**src/rtl/mem_port_arbiter.sv**
```systemverilog
// mem_port_arbiter: round-robin sequencer sharing one multi-cycle word memory between fetch and load/store
// Ports: clk, reset (sync, active-high); i_req/i_addr -> i_ready/i_valid/i_rdata (fetch);
//        d_req/d_we/d_addr/d_wdata -> d_ready/d_valid/d_rdata (data); mem_addr/mem_din/mem_read/mem_write/mem_dout (memory).
module mem_port_arbiter #(
  parameter int LATENCY = 2
) (
  input  logic        clk,
  input  logic        reset,
  input  logic        i_req,
  input  logic [31:0] i_addr,
  output logic        i_ready,
  output logic        i_valid,
  output logic [31:0] i_rdata,
  input  logic        d_req,
  input  logic        d_we,
  input  logic [31:0] d_addr,
  input  logic [31:0] d_wdata,
  output logic        d_ready,
  output logic        d_valid,
  output logic [31:0] d_rdata,
  output logic [31:0] mem_addr,
  output logic [31:0] mem_din,
  output logic        mem_read,
  output logic        mem_write,
  input  logic [31:0] mem_dout
);
  typedef enum logic {IDLE, BUSY} state_t;
  state_t state_q, state_d;
  logic [3:0] cnt_q, cnt_d;
  logic last_q, last_d;
  logic port_q, port_d;
  logic we_q, we_d;
  logic [31:0] addr_q, addr_d, din_q, din_d;
  logic [31:0] i_rdata_q, i_rdata_d, d_rdata_q, d_rdata_d;
  logic i_valid_q, i_valid_d, d_valid_q, d_valid_d;
  logic busy, fin, acc;
  assign busy = state_q == BUSY;
  assign fin = busy && cnt_q == 4'd1;
  // last_q/port_q: 1 = data port; on a tie the port not granted last wins
  assign i_ready = !reset && !busy && i_req && (!d_req || last_q);
  assign d_ready = !reset && !busy && d_req && (!i_req || !last_q);
  assign acc = i_ready || d_ready;
  always_comb begin
    state_d = fin ? IDLE : acc ? BUSY : state_q;
    cnt_d = busy ? cnt_q - 4'd1 : acc ? 4'(LATENCY) : cnt_q;
    last_d = acc ? d_ready : last_q;
    port_d = acc ? d_ready : port_q;
    we_d = i_ready ? 1'b0 : d_ready ? d_we : we_q;
    addr_d = i_ready ? i_addr : d_ready ? d_addr : addr_q;
    din_d = i_ready ? '0 : d_ready ? d_wdata : din_q;
    i_rdata_d = fin && !port_q ? mem_dout : i_rdata_q;
    d_rdata_d = fin && port_q && !we_q ? mem_dout : d_rdata_q;
    i_valid_d = fin && !port_q;
    d_valid_d = fin && port_q;
  end
  always_ff @(posedge clk) begin
    if (reset) begin
      state_q <= IDLE;
      cnt_q <= '0;
      last_q <= 1'b0;
      port_q <= 1'b0;
      we_q <= 1'b0;
      addr_q <= '0;
      din_q <= '0;
      i_rdata_q <= '0;
      d_rdata_q <= '0;
      i_valid_q <= 1'b0;
      d_valid_q <= 1'b0;
    end else begin
      state_q <= state_d;
      cnt_q <= cnt_d;
      last_q <= last_d;
      port_q <= port_d;
      we_q <= we_d;
      addr_q <= addr_d;
      din_q <= din_d;
      i_rdata_q <= i_rdata_d;
      d_rdata_q <= d_rdata_d;
      i_valid_q <= i_valid_d;
      d_valid_q <= d_valid_d;
    end
  end
  assign i_valid = i_valid_q;
  assign d_valid = d_valid_q;
  assign i_rdata = i_rdata_q;
  assign d_rdata = d_rdata_q;
  assign mem_addr = busy ? addr_q : '0;
  assign mem_din = busy ? din_q : '0;
  assign mem_read = busy && !we_q;
  // a store commits exactly once, on its last busy cycle
  assign mem_write = fin && we_q;
endmodule
```
**config.mk**
```make
export PLATFORM = sky130hd
export DESIGN_NAME = mem_port_arbiter
export DESIGN_NICKNAME = d
export VERILOG_FILES = /design/src/rtl/mem_port_arbiter.sv
export SDC_FILE = /design/constraint.sdc
export NUM_CORES = 1
export LEC_CHECK = 0
export CORE_UTILIZATION = 35
export DETAILED_ROUTE_END_ITERATION = 6
export PLACE_DENSITY = 0.8
export SETUP_SLACK_MARGIN = 0.4
export SLEW_MARGIN = 20
export SYNTH_ARGS = -nofsm -noshare
export SYNTH_HDL_FRONTEND = slang
export SYNTH_SLANG_ARGS = --single-unit
```
**constraint.sdc**
```tcl
create_clock -name clk -period 1.55 [get_ports clk]
set_clock_uncertainty 0.1 [all_clocks]
set_input_delay 0.155 -clock clk [delete_from_list [all_inputs] [get_ports clk]]
set_output_delay 0.155 -clock clk [all_outputs]
set_load 0.005 [all_outputs]
```
# Word-level counts from Yosys, hierarchy flattened

Index checks and enable logic that the tools add are counted.

Output and inout port bits: 134
Logic and storage cells: 42
Register bits after elaboration: 137
Bits of input ports: 133

$add $sub $neg: 1
Eq/ne operators: 1
Multiplexer cells: 6
Reduce and logical (&&, ||, !) cells: 24

Operators by type and width:

| operator                                         | count |
|---|---|
| 2-to-1 mux 32 bit                                | 4 |
| logical AND 1 bit                                | 11 |
| 2-to-1 mux 4 bit                                 | 2 |
| logical NOT 1 bit                                | 6 |
| == test 4 x 1 -> 1 bit, second input constant    | 1 |
| nonzero test 2 bit                               | 2 |
| OR reduction 2 bit                               | 2 |
| subtractor 4 x 1 -> 4 bit, second input constant | 1 |
| logical OR 1 bit                                 | 3 |

# Depth between registers and ports, before layout

Gate-level depths: netlist of the first run.

Depth in word-level cells: 7
Mapped depth: 7
Depth with buffers taken out: 5

# Worst setup path after synthesis of the first run

OpenSTA, ideal clock, no wires.

Path kind: reg2out
Start point: register cnt_q[0]
End point: output mem_write
Path slack: -72 ps
Data required time: 1295 ps
Data arrival time: 1367 ps
Stages on the path, launching flop included: 6
Path through: dfxtp_1 -> ha_1 -> and4bb_2 -> buf_2 -> buf_1 -> and2_1

Word-level cells in the longest chain between the ends: 3

Ends and longest elaborated chain:

| element                | line | text |
|---|---|---|
| from (decl)            | 29   | `logic [3:0] cnt_q, cnt_d;` |
| from (signal assigned) | 71   | `cnt_q <= cnt_d;` |
| == test 4 x 1 -> 1 bit | 38   | `assign fin = busy && cnt_q == 4'd1;` |
| logical AND 1 bit      | 38   |  |
| logical AND 1 bit      | 91   | `assign mem_write = fin && we_q;` |
| to (decl)              | 24   | `output logic mem_write,` |

Every way passes these cells.

# Worst setup path in the final report of the first run

Start point: register state_q, in the netlist busy
End point: register addr_q[16]

Word-level cells in the longest chain between the ends: 5
Elaborated cells between the ends (all ways): 8
Those cells by class: mux (1); reduce/logical (7)

Ends and longest elaborated chain:

| element                                                        | line   | text |
|---|---|---|
| from (decl)                                                    | 28     | `state_t state_q, state_d;` |
| from (signal assigned)                                         | 70     | `state_q <= state_d;` |
| logical NOT 1 bit *                                            | 40, 41 |  |
| logical AND 1 bit *                                            | 40, 41 |  |
| logical AND 1 bit, on equally long branches (2 in a row)       | 40, 41 |  |
| 2-to-1 mux 32 bit / nonzero test 2 bit (equally long branches) | -      |  |
| to (signal assigned)                                           | 75     | `addr_q <= addr_d;` |
| to (decl)                                                      | 33     | `logic [31:0] addr_q, addr_d, din_q, din_d;` |

Mark *: on every way between the ends. The rest lies on a longest branch, timed or not.
A chain may end at the register's enable or synchronous reset.

==> results of run 1 <==
synthesized netlist by cell type (all sizes together) (2+ instances only):
| master | count | area [um^2] |
|---|---|---|
| a21oi | 116 | 581 |
| a31oi | 15 | 93.8 |
| and2 | 65 | 407 |
| buf | 16 | 90.1 |
| clkbuf | 67 | 251 |
| clkinv | 2 | 7.51 |
| dfxtp | 137 | 2740 |
| ha | 2 | 25.0 |
| inv | 21 | 78.8 |
| nand2b | 2 | 12.5 |
| nand3 | 81 | 405 |
| nand4b | 32 | 280 |
| nor2 | 3 | 11.3 |
| nor2b | 2 | 12.5 |
| nor3 | 4 | 20.0 |
| o21ai | 114 | 571 |
| o221a | 17 | 191 |
| o31ai | 15 | 113 |
| or2 | 2 | 12.5 |
sequential cells by signal (all words and copies together), names as in the netlist, 4 cells and up:
register and flops:
addr_q 32, d_rdata 32, din_q 32, i_rdata 32
cnt_q 4
how the worst max path moves through the flow:
stage,cells after the start,to
2_1_floorplan,6,addr_q[10]$_SDFFE_PP0P_
3_3_place_gp,5,i_ready
3_5_place_dp,5,i_ready
4_1_cts,7,d_ready
5_1_grt,10,addr_q[16]$_SDFFE_PP0P_
6_report,10,addr_q[16]$_SDFFE_PP0P_
metal layers:
layer / GRT usage (%) / share of wire, % / vias to the layer above
met5: 0 / 0 / -
met4: 12.8 / 5.0 / 0
met3: 7.19 / 9.3 / 139
met2: 48.0 / 50 / 575
met1: 32.9 / 36 / 3716
li1: - / - / 3351
area by class of cell:
| class | instances | area share, % |
|---|---|---|
| clock buffer | 18 | 3.37 |
| clock inverter | 13 | 1.51 |
| inverter | 23 | 0.698 |
| multi-input combinational | 483 | 34.2 |
| sequential | 137 | 22.2 |
| tap | 220 | 2.16 |
| timing repair buffer | 417 | 35.8 |
repair_timing:
item                       4_1_cts  5_1_grt
buffers inserted                39       31
setup endpoints to repair      271      271
gates resized for setup        473      446
cloned                          23        7
pin swaps                       87      111
power by group through the flow:
stage / registers (mW) / logic [mW] / clock network (mW)
after global placement: 3.80 / 1.49 / 0
after detailed placement: 3.80 / 1.50 / 0
final: 3.77 / 2.54 / 4.44
after CTS: 3.74 / 2.07 / 4.41
after floorplan: 3.79 / 0.690 / 0
after global routing: 3.78 / 2.63 / 4.59
cell families after synthesis:
kind of cell	after synthesis	share of synthesized area, %
compound gates	281	26.3
simple gates	198	20.3
flops	137	45.6
buf+inv	106	7.11
fa+ha+maj	2	0.416
xor+xnor	1	0.146
mux	1	0.166
worst reg2reg max path, cell delays in order (launching register included):
cell	delay, ns
dfxtp_4	0.40
buf_6	0.13
buf_6	0.12
buf_16	0.14
nor2_4	0.15
buf_6	0.12
buf_12	0.13
buf_6	0.12
buf_16	0.12
nand3_1	0.12
a31oi_1	0.19
placed cells by master, fill, tap and decap left out, types with 7 or more instances in the layout:
cell type        instances
buf_12                  26
nand3_1                 27
dfxtp_1                 70
a31oi_1                 15
nand4b_1                32
buf_16                  23
a21oi_2                 69
clkbuf_16               23
o21ai_1                 19
dlymetal6s2s_1           7
dfxtp_2                 65
and2_1                  33
o21ai_2                 58
and2_4                  32
nand3_4                 23
buf_4                   56
buf_6                   73
o31ai_1                 15
o21ai_4                 32
clkdlybuf4s15_2          8
a21oi_1                 47
o221a_1                 14
clkbuf_2                61
inv_1                   18
nand3_2                 31
clkdlybuf4s50_1        132
buf_2                   12
through the flow:
stage	std cells	power, mW	setup TNS, ns	hold slack [ns]
after global routing	1311	11.0	-52.73	0.0975
after CTS	1273	10.2	-38.05	0.0822
after detailed placement	1180	5.30	-20.63	0.363
final	1311	10.7	-45.57	0.106
after global placement	1180	5.29	-19.18	0.356
after floorplan	726	4.48	-0.307	0.201
==> metrics, run 1 <==
status=finished with violations; failing checks=negative setup slack; CP bufs+invs=7; Slowest-stage cell, CP=dfxtp_4; clock power share=41.3%; Multi-input gate area=4350 um^2; worst stage delay on the critical path=around 0.4 ns; Sw Ratio=28.7%; crit path cell chain=buf_6 -> buf_6 -> buf_16 -> nor2_4 -> buf_6 -> buf_12 -> buf_6 -> buf_16 -> nand3_1 -> a31oi_1; CP dominant cell by count=buf_6; average routed wire per standard cell=23.8 um; H-tree depth=4; Clock transition at path regs=0.07 ns; P&R area growth vs syn=112%; R2R depth=10; hold violation count in the final report=0; dpl ws=-0.381 ns; worst flop-to-flop path startpoint=busy$_SDFFE_PP0P_; IO Port Bufs=approximately 270; crit path launch=busy$_SDFFE_PP0P_; min cycle time layout=1.91 ns; core area=16700 um^2; Lkg Pwr=4.84 nW; Num CTS Buffers=17; initial antenna violation count=0; Syn Area/Cell=8.29 um^2; Primary FF master, synth=dfxtp_1; layout cells sized above 1=58.6%; Worst-Margin Slew=0.550 ns; largest net degree at the start of global routing=88; FF+latch area=between 2000 and 3000 um^2; Sinks on Clock Net=137; Remaining Overflow, GRT=0; ANT nets after route=0; Critical Path Sink Type=flip-flop; violation count after the first detailed-route iteration=approximately 500; final setup fails=197; nets@finish=1214; # Max-Cap Violations=0; # diodes=0; Hold/Removal Path Class=in -> reg; vias in the first global route=7125; # IOs=267; Syn Nets=roughly 860; Ys Warns=0; routed wire length=31.2 mm; TritonRoute pass-1 iters=5; clock root cell=clkbuf_16; final instance area=12700 um^2; DRC violations left=0; first-pass GRT wire length=38.7 mm; Die X=133 um; Async SR Flop Fraction=0%; Syn Inst Count=726; power per cell area=845 nW/um^2; placer's final routability congestion estimate=a little over 0.8; FP Rows=47; Mapped Area=6020 um^2; hold buffer count at CTS=0; Startpoint Class=flip-flop; Max Freq=approximately 520 MHz; Final Core Density=between 70% and 80%; clock tree from TritonCTS=done; P_int=7.67 mW; Filler cells=936; sw power=slightly above 3 mW; Final Max Tran Viols=0; Total GRT Usage=28.0%; EDFF count, synth=0; Seq cells post-synth=137; Seq pwr share=a little over a third; vias=7781; DP Area=9320 um^2; Logic pwr share=23.6%; synth unique cells=37; hold endpoint=addr_q[24]$_SDFFE_PP0P_; unrepaired setup endpoints after global routing=yes; Longest Clk Path Bufs=2; starting density of the core=a little over a third; Final period util=123%; hold path start=reset; CP top delay family=buffers and inverters; die height=133 um; Vias/cell=5.94; Worst-Skew Late Latency=0.42 ns; detailed placement HPWL=13.5 mm; Worst VDD drop=0.814 mV; Slew HR=63.3%; CP Max Fanout=8; Worst R2R End=addr_q[16]$_SDFFE_PP0P_; Final Worst Setup Slack=-0.358 ns; Worst Path Arrival=2.16 ns; Die Area=around 18000 um^2; required time of the critical path=~1.8 ns; crit path kind=reg -> reg; r2r setup slk=-0.36 ns; hold path cells=4; sequential element share of the synthesized area=45.6%
Power figures use the tool's default switching activity.
==> run 2: changes to the inputs <==
--- a/config.mk
+++ b/config.mk
@@ -7,7 +7,8 @@
 export LEC_CHECK = 0
 export CORE_UTILIZATION = 35
 export DETAILED_ROUTE_END_ITERATION = 6
-export PLACE_DENSITY = 0.8
+export PLACE_DENSITY = 0.77
+export RECOVER_POWER = 25
 export SETUP_SLACK_MARGIN = 0.4
 export SLEW_MARGIN = 20
 export SYNTH_ARGS = -nofsm -noshare
==> constraint.sdc (replaced) <==
create_clock -name clk -period 2.1 [get_ports clk]
set_clock_uncertainty 0.1 [all_clocks]
set_input_delay 0.21 -clock clk [delete_from_list [all_inputs] [get_ports clk]]
set_output_delay 0.21 -clock clk [all_outputs]
set_load 0.005 [all_outputs]
==> run 2 against run 1 <==
  * Utilization fell by 19 points
  * Non-clock buffer count fell by 118
  * The run now ends clean
  * Critical endpoint is now d_ready
  * Hold slack improved by 0.10 ns
  * Critical path depth fell by 5
  * Via count fell by 18%
  * Largest cell class unchanged
  * Sequential cell count did not move
==> metrics, run 2 (same netlist as run 1, synthesis figures left out) <==
ANT nets after route=0 (unchanged); DP Area=8900 um^2 (-4.5%); FP Rows=47 (unchanged); IO Port Bufs=266 (unchanged); Filler cells=1545 (+65%); Max Freq=501 MHz; Hold/Removal Path Class=in -> reg; dpl ws=0.0422 ns (+0.424 ns); # IOs=267 (unchanged); commonest non-fill, non-tap cells in the layout=198 x clkdlybuf4s50_1, 133 x dfxtp_1, 116 x a21oi_1; crit path kind=reg -> out; hold violation count in the final report=0 (unchanged); required time of the critical path=1.79 ns (about the same); commonest non-fill, non-tap cell in the layout=clkdlybuf4s50_1; violation count after the first detailed-route iteration=503 (+0.40%); P&R area growth vs syn=58.4%; Sinks on Clock Net=137 (unchanged); status=finished clean; unrepaired setup endpoints after global routing=yes; clock root cell=clkbuf_16; placer's final routability congestion estimate=0.832 (+3.0%); Worst-Skew Late Latency=0.41 ns (about the same); detailed placement HPWL=13.1 mm (-2.5%); Final Max Tran Viols=0 (unchanged); Die Area=17700 um^2 (unchanged); Worst VDD drop=0.534 mV (-34%); average routed wire per standard cell=16.9 um (-29%); Worst-Margin Slew=0.978 ns (+0.427 ns); min cycle time layout=2.00 ns; post-route insts no fill=1192 (-9.1%); largest net degree at the start of global routing=89 (+1.1%); initial antenna violation count=0 (unchanged); first-pass GRT wire length=31.6 mm (-18%); # diodes=0 (unchanged); DRC violations left=0 (unchanged); Critical Path Sink Type=primary output; nets@finish=1096 (-9.7%); Num CTS Buffers=17 (unchanged); Vias/cell=5.37 (-9.5%); power per cell area=684 nW/um^2 (-19%); Total GRT Usage=22.4% (-5.6 points); Worst Path Arrival=1.69 ns (-0.47 ns); vias=6401 (-18%); vias in the first global route=5937 (-17%); Final Worst Setup Slack=0.103 ns (+0.461 ns); Final Core Density=57.1% (-19 points); placed instance count=1156 (-2.0%); hold buffer count at CTS=0 (unchanged); CP Max Fanout=2 (-6); Final period util=95.1%; starting density of the core=36.0% (unchanged); core area=16700 um^2 (unchanged); final instance area=9530 um^2 (-25%); routed wire length=20.1 mm (-35%); H-tree depth=4 (unchanged); Clock transition at path regs=0.06 ns (about the same); Slew HR=34.8% (-28 points); final setup fails=0 (-100%); setup tns final=0 ns (+45.57 ns); Longest Clk Path Bufs=2 (unchanged); # Max-Cap Violations=0 (unchanged); Lkg Pwr=3.54 nW (-27%); TritonRoute pass-1 iters=5 (unchanged); Remaining Overflow, GRT=0 (unchanged); clock tree from TritonCTS=done; layout cells sized above 1=8.44% (-50 points); Die X=133 um (unchanged); Startpoint Class=flip-flop; die height=133 um (unchanged)
==> run 2: cell count changes in the layout (fill, tap and decap cells not counted), moves of 59 or more <==
| cell | change |
|---|---|
| o21ai_0 | +97 |
| dfxtp_2 | -63 |
| a21oi_1 | +69 |
| dlygate4sd3_1 | +59 |
| buf_6 | -69 |
| a21oi_2 | -69 |
| dfxtp_1 | +63 |
| clkdlybuf4s50_1 | +66 |
==> run 2: what timing repair did <==
| action | 4_1_cts | 5_1_grt |
|---|---|---|
| endpoints found under the setup margin | 151 | 144 |
| pin swaps | 1 | 1 |
| gates resized for setup | 19 | 23 |
| buffers inserted | 3 | 2 |
| gates cloned | 0 | 1 |
==> run 2: final cells by class <==
cell class	count	area, um^2	area share [%]
Clock buffer	21	450	4.73
Clock inverter	9	77.6	0.814
Inverter	23	86.3	0.906
Multi-Input combinational cell	483	2890	30.4
Sequential cell	137	2750	28.9
Tap cell	220	275	2.89
Timing Repair Buffer	299	3000	31.4
==> run 2: final timing paths <==
kind / cells past startpoint / slack (ns) / end / startpoint
max: 5 / 0.10 / d_ready / last_q$_SDFFE_PP0P_
min: 4 / 0.21 / din_q[16]$_SDFFE_PP0P_ / reset
max reg2reg: 5 / 0.15 / din_q[13]$_SDFFE_PP0P_ / busy$_SDFFE_PP0P_
min reg2reg: 2 / 0.37 / i_rdata[15]$_SDFFE_PP0P_ / i_rdata[15]$_SDFFE_PP0P_
==> run 2: per-stage QoR <==
stage | hold slack (ns) | power, mW
2_1_floorplan | 0.258 | 3.25
3_3_place_gp | 0.356 | 3.81
3_5_place_dp | 0.363 | 3.82
4_1_cts | 0.205 | 6.58
5_1_grt | 0.212 | 6.80
6_report | 0.209 | 6.52
==> run 2: metal layers <==
metal	wire length, um	share of wire [%]	track usage (%)	up-vias
li1	-	-	-	3078
met1	8550	43	28.9	3012
met2	9450	47	35.4	299
met3	1960	9.7	8.22	12
met4	148	0.74	5.37	0
met5	0	0	0	-
==> run 2: report_power, final <==
part	internal [mW]	total, mW	switching, mW	leakage [nW]
sequential	2.70	2.76	0.0516	1.12
clock	1.63	2.72	1.09	0.254
combinational	0.535	1.04	0.506	2.17
==> run 2: critical path, cell delays in order (launching register included) <==
cell and delay (ns):
dfxtp_4 0.35, buf_4 0.15, a21boi_4 0.14, nand2_2 0.09, inv_1 0.06, clkdlybuf4s50_1 0.49
==> run 3: changes to the inputs <==
--- a/config.mk
+++ b/config.mk
@@ -5,9 +5,10 @@
 export SDC_FILE = /design/constraint.sdc
 export NUM_CORES = 1
 export LEC_CHECK = 0
+export CORE_MARGIN = 4
 export CORE_UTILIZATION = 35
 export DETAILED_ROUTE_END_ITERATION = 6
-export PLACE_DENSITY = 0.77
+export PLACE_DENSITY = 0.8
 export RECOVER_POWER = 25
 export SETUP_SLACK_MARGIN = 0.4
 export SLEW_MARGIN = 20
==> constraint.sdc (replaced) <==
create_clock -name clk -period 1.8 [get_ports clk]
set_clock_uncertainty 0.1 [all_clocks]
set_input_delay 0.18 -clock clk [delete_from_list [all_inputs] [get_ports clk]]
set_output_delay 0.18 -clock clk [all_outputs]
set_load 0.05 [all_outputs]
==> run 3 against run 2 <==
  * The flow now finishes with violations (negative setup slack)
  * Register-to-register slack got worse by 0.26 ns
  * Routed wire length is 61% higher
  * Sequential cell count unchanged
  * Combinational power grew 150%
  * Critical endpoint is now d_rdata[9]$_SDFFE_PP0P_
==> metrics, run 3 (same netlist as run 1, synthesis figures left out) <==
nets@finish=1182 (+7.8%); Power, Total=9.28 mW (+42%); Worst-Margin Slew=0.670 ns (-0.308 ns); Critical Path Sink Type=flip-flop; Max Freq=around 520 MHz; P&R area growth vs syn=111%; placer's final routability congestion estimate=0.795 (-4.4%); worst stage delay on the critical path=0.32 ns (-0.17 ns); layout cells sized above 1=50.2% (+42 points); # Max-Cap Violations=0 (unchanged); CP dominant cell by count=buf_12; Final Worst Setup Slack=-0.107 ns (-0.210 ns); vias in the first global route=7000 (+18%); commonest non-fill, non-tap cells in the layout=133 x dfxtp_1, 130 x clkdlybuf4s50_1, 92 x buf_12; Hold/Removal Path Class=in -> reg; commonest non-fill, non-tap cell in the layout=dfxtp_1; IO Port Bufs=266 (unchanged); CP Max Fanout=6 (+4); Slew HR=55.6% (+21 points); initial antenna violation count=1 (+1); violation count after the first detailed-route iteration=536 (+6.6%); clock root cell=clkbuf_16; required time of the critical path=2.03 ns (+0.24 ns); FP Rows=47 (unchanged); Longest Clk Path Bufs=2 (unchanged); Num CTS Buffers=17 (unchanged); Worst-Skew Late Latency=0.41 ns (about the same); hold_ws=0.206 ns (-0.00320 ns); die height=139 um (+4.5%); status=finished with violations; Clock transition at path regs=0.06 ns (about the same); hold violation count in the final report=0 (unchanged); largest net degree at the start of global routing=89 (unchanged); final setup fails=35 (+35); failing checks=negative setup slack; Slowest-stage cell, CP=dfxtp_2; Die Area=19300 um^2 (+9.2%); Worst VDD drop=0.690 mV (+29%); GRT met1 Usage=29.4% (+0.44 points); vias=7687 (+20%); Lkg Pwr=4.71 nW (+33%); FF+latch area=2760 um^2 (about the same); Sinks on Clock Net=137 (unchanged); global-route track usage on met2=41.4% (+6.1 points); H-tree depth=4 (unchanged); # IOs=267 (unchanged); placed instance count=1165 (+0.78%); TritonRoute pass-1 iters=6 (+1); Multi-input gate area=3940 um^2 (+36%); first-pass GRT wire length=38.8 mm (+23%); DRC violations left=0 (unchanged); Die X=139 um (+4.5%); Worst Path Arrival=2.14 ns (+0.45 ns); CP top delay family=buffers and inverters; hold buffer count at CTS=0 (unchanged); Vias/cell=6.01 (+12%); post-route insts no fill=1279 (+7.3%); detailed placement HPWL=14.7 mm (+12%); average routed wire per standard cell=25.3 um (+50%); Total GRT Usage=24.9% (+2.5 points); Filler cells=999 (-35%); Final period util=106%; clock tree from TritonCTS=done; ANT nets after route=0 (unchanged); dpl ws=-0.0815 ns (-0.124 ns); Startpoint Class=flip-flop; Final Max Tran Viols=0 (unchanged); starting density of the core=36.0% (unchanged); grt peak-use layer=met2; routed wire length=32.4 mm (+61%); min cycle time layout=1.91 ns; power per cell area=731 nW/um^2 (+6.8%); crit path kind=reg -> reg; met3 usage=8.48% (+0.26 points); crit path cell chain=inv_2 -> ha_4 -> and4bb_2 -> buf_12 -> buf_4 -> buf_12 -> buf_8 -> buf_12 -> nand4b_1 -> a21oi_1; unrepaired setup endpoints after global routing=yes; CP bufs+invs=6 (+3); Remaining Overflow, GRT=0 (unchanged); core area=16700 um^2 (unchanged)
run 3: cell count changes in the layout (fill, tap and decap cells not counted), sizes merged:
cell           before  now
clkdlybuf4s18       0    2
bufinv              1    2
dlymetal6s2s        4    1
inv                21   19
buf                32  223
clkinvlp            3    7
dlygate4sd3        59    0
clkinv              7    6
clkbuf             25   45
a21bo               1    2
clkdlybuf4s50     198  130
diode               0    1
bufbuf              0    2
dlygate4sd2         2    0
run 3: cell type report:
type                    instances  area share (%)
diodes                          1          0.0197
repair buffers                384            39.9
clock buffers                  19            3.56
multi-input cells             484            31.0
well taps                     220            2.17
clock inverters                11           0.984
inverters                      23           0.738
flip-flops and latches        137            21.7
run 3: worst min-delay path, delay by kind of cell:
family	cells	cell delay (ns)
simple gates	2	0.18
buf+inv	2	0.30
run 3: metal layers:
metal / vias up / wire (um)
met5: - / 0
met2: 600 / 15800
met3: 135 / 3590
met4: 0 / 1780
met1: 3658 / 11200
li1: 3294 / -
run 3: power breakdown:
part | leakage, nW | total [mW] | switching [mW] | internal [mW]
clock | 0.269 | 3.48 | 1.39 | 2.10
combinational | 3.32 | 2.56 | 1.29 | 1.27
sequential | 1.12 | 3.25 | 0.0917 | 3.15
total | 4.71 | 9.28 | 2.76 | 6.52
run 3: repair_timing:
item,CTS,global route
setup endpoints to repair,253,214
buffers inserted,19,20
pin swaps,42,102
cloned,18,26
gates resized for setup,395,302
run 3: path summary, 6_finish.rpt:
kind                          from                       to  slack [ns]  depth (start not counted)
min                          d_req        busy$_SDFFE_PP0P_        0.21                          4
max          cnt_q[1]$_SDFFE_PP0P_  d_rdata[9]$_SDFFE_PP0P_       -0.11                         10
max reg2reg  cnt_q[1]$_SDFFE_PP0P_  d_rdata[9]$_SDFFE_PP0P_       -0.11                         10
min reg2reg  din_q[2]$_SDFFE_PP0P_    din_q[2]$_SDFFE_PP0P_        0.36                          2
run 3: stage by stage:
stage | TNS, ns | cell area [um^2] | util, %
6_report | -1.38 | 12700 | 76.1
5_1_grt | -3.02 | 12700 | 76.1
4_1_cts | -0.285 | 11200 | 67.1
3_5_place_dp | -0.944 | 9780 | 58.5
3_3_place_gp | -1.01 | 9780 | 58.5
2_1_floorplan | 0 | 6250 | -
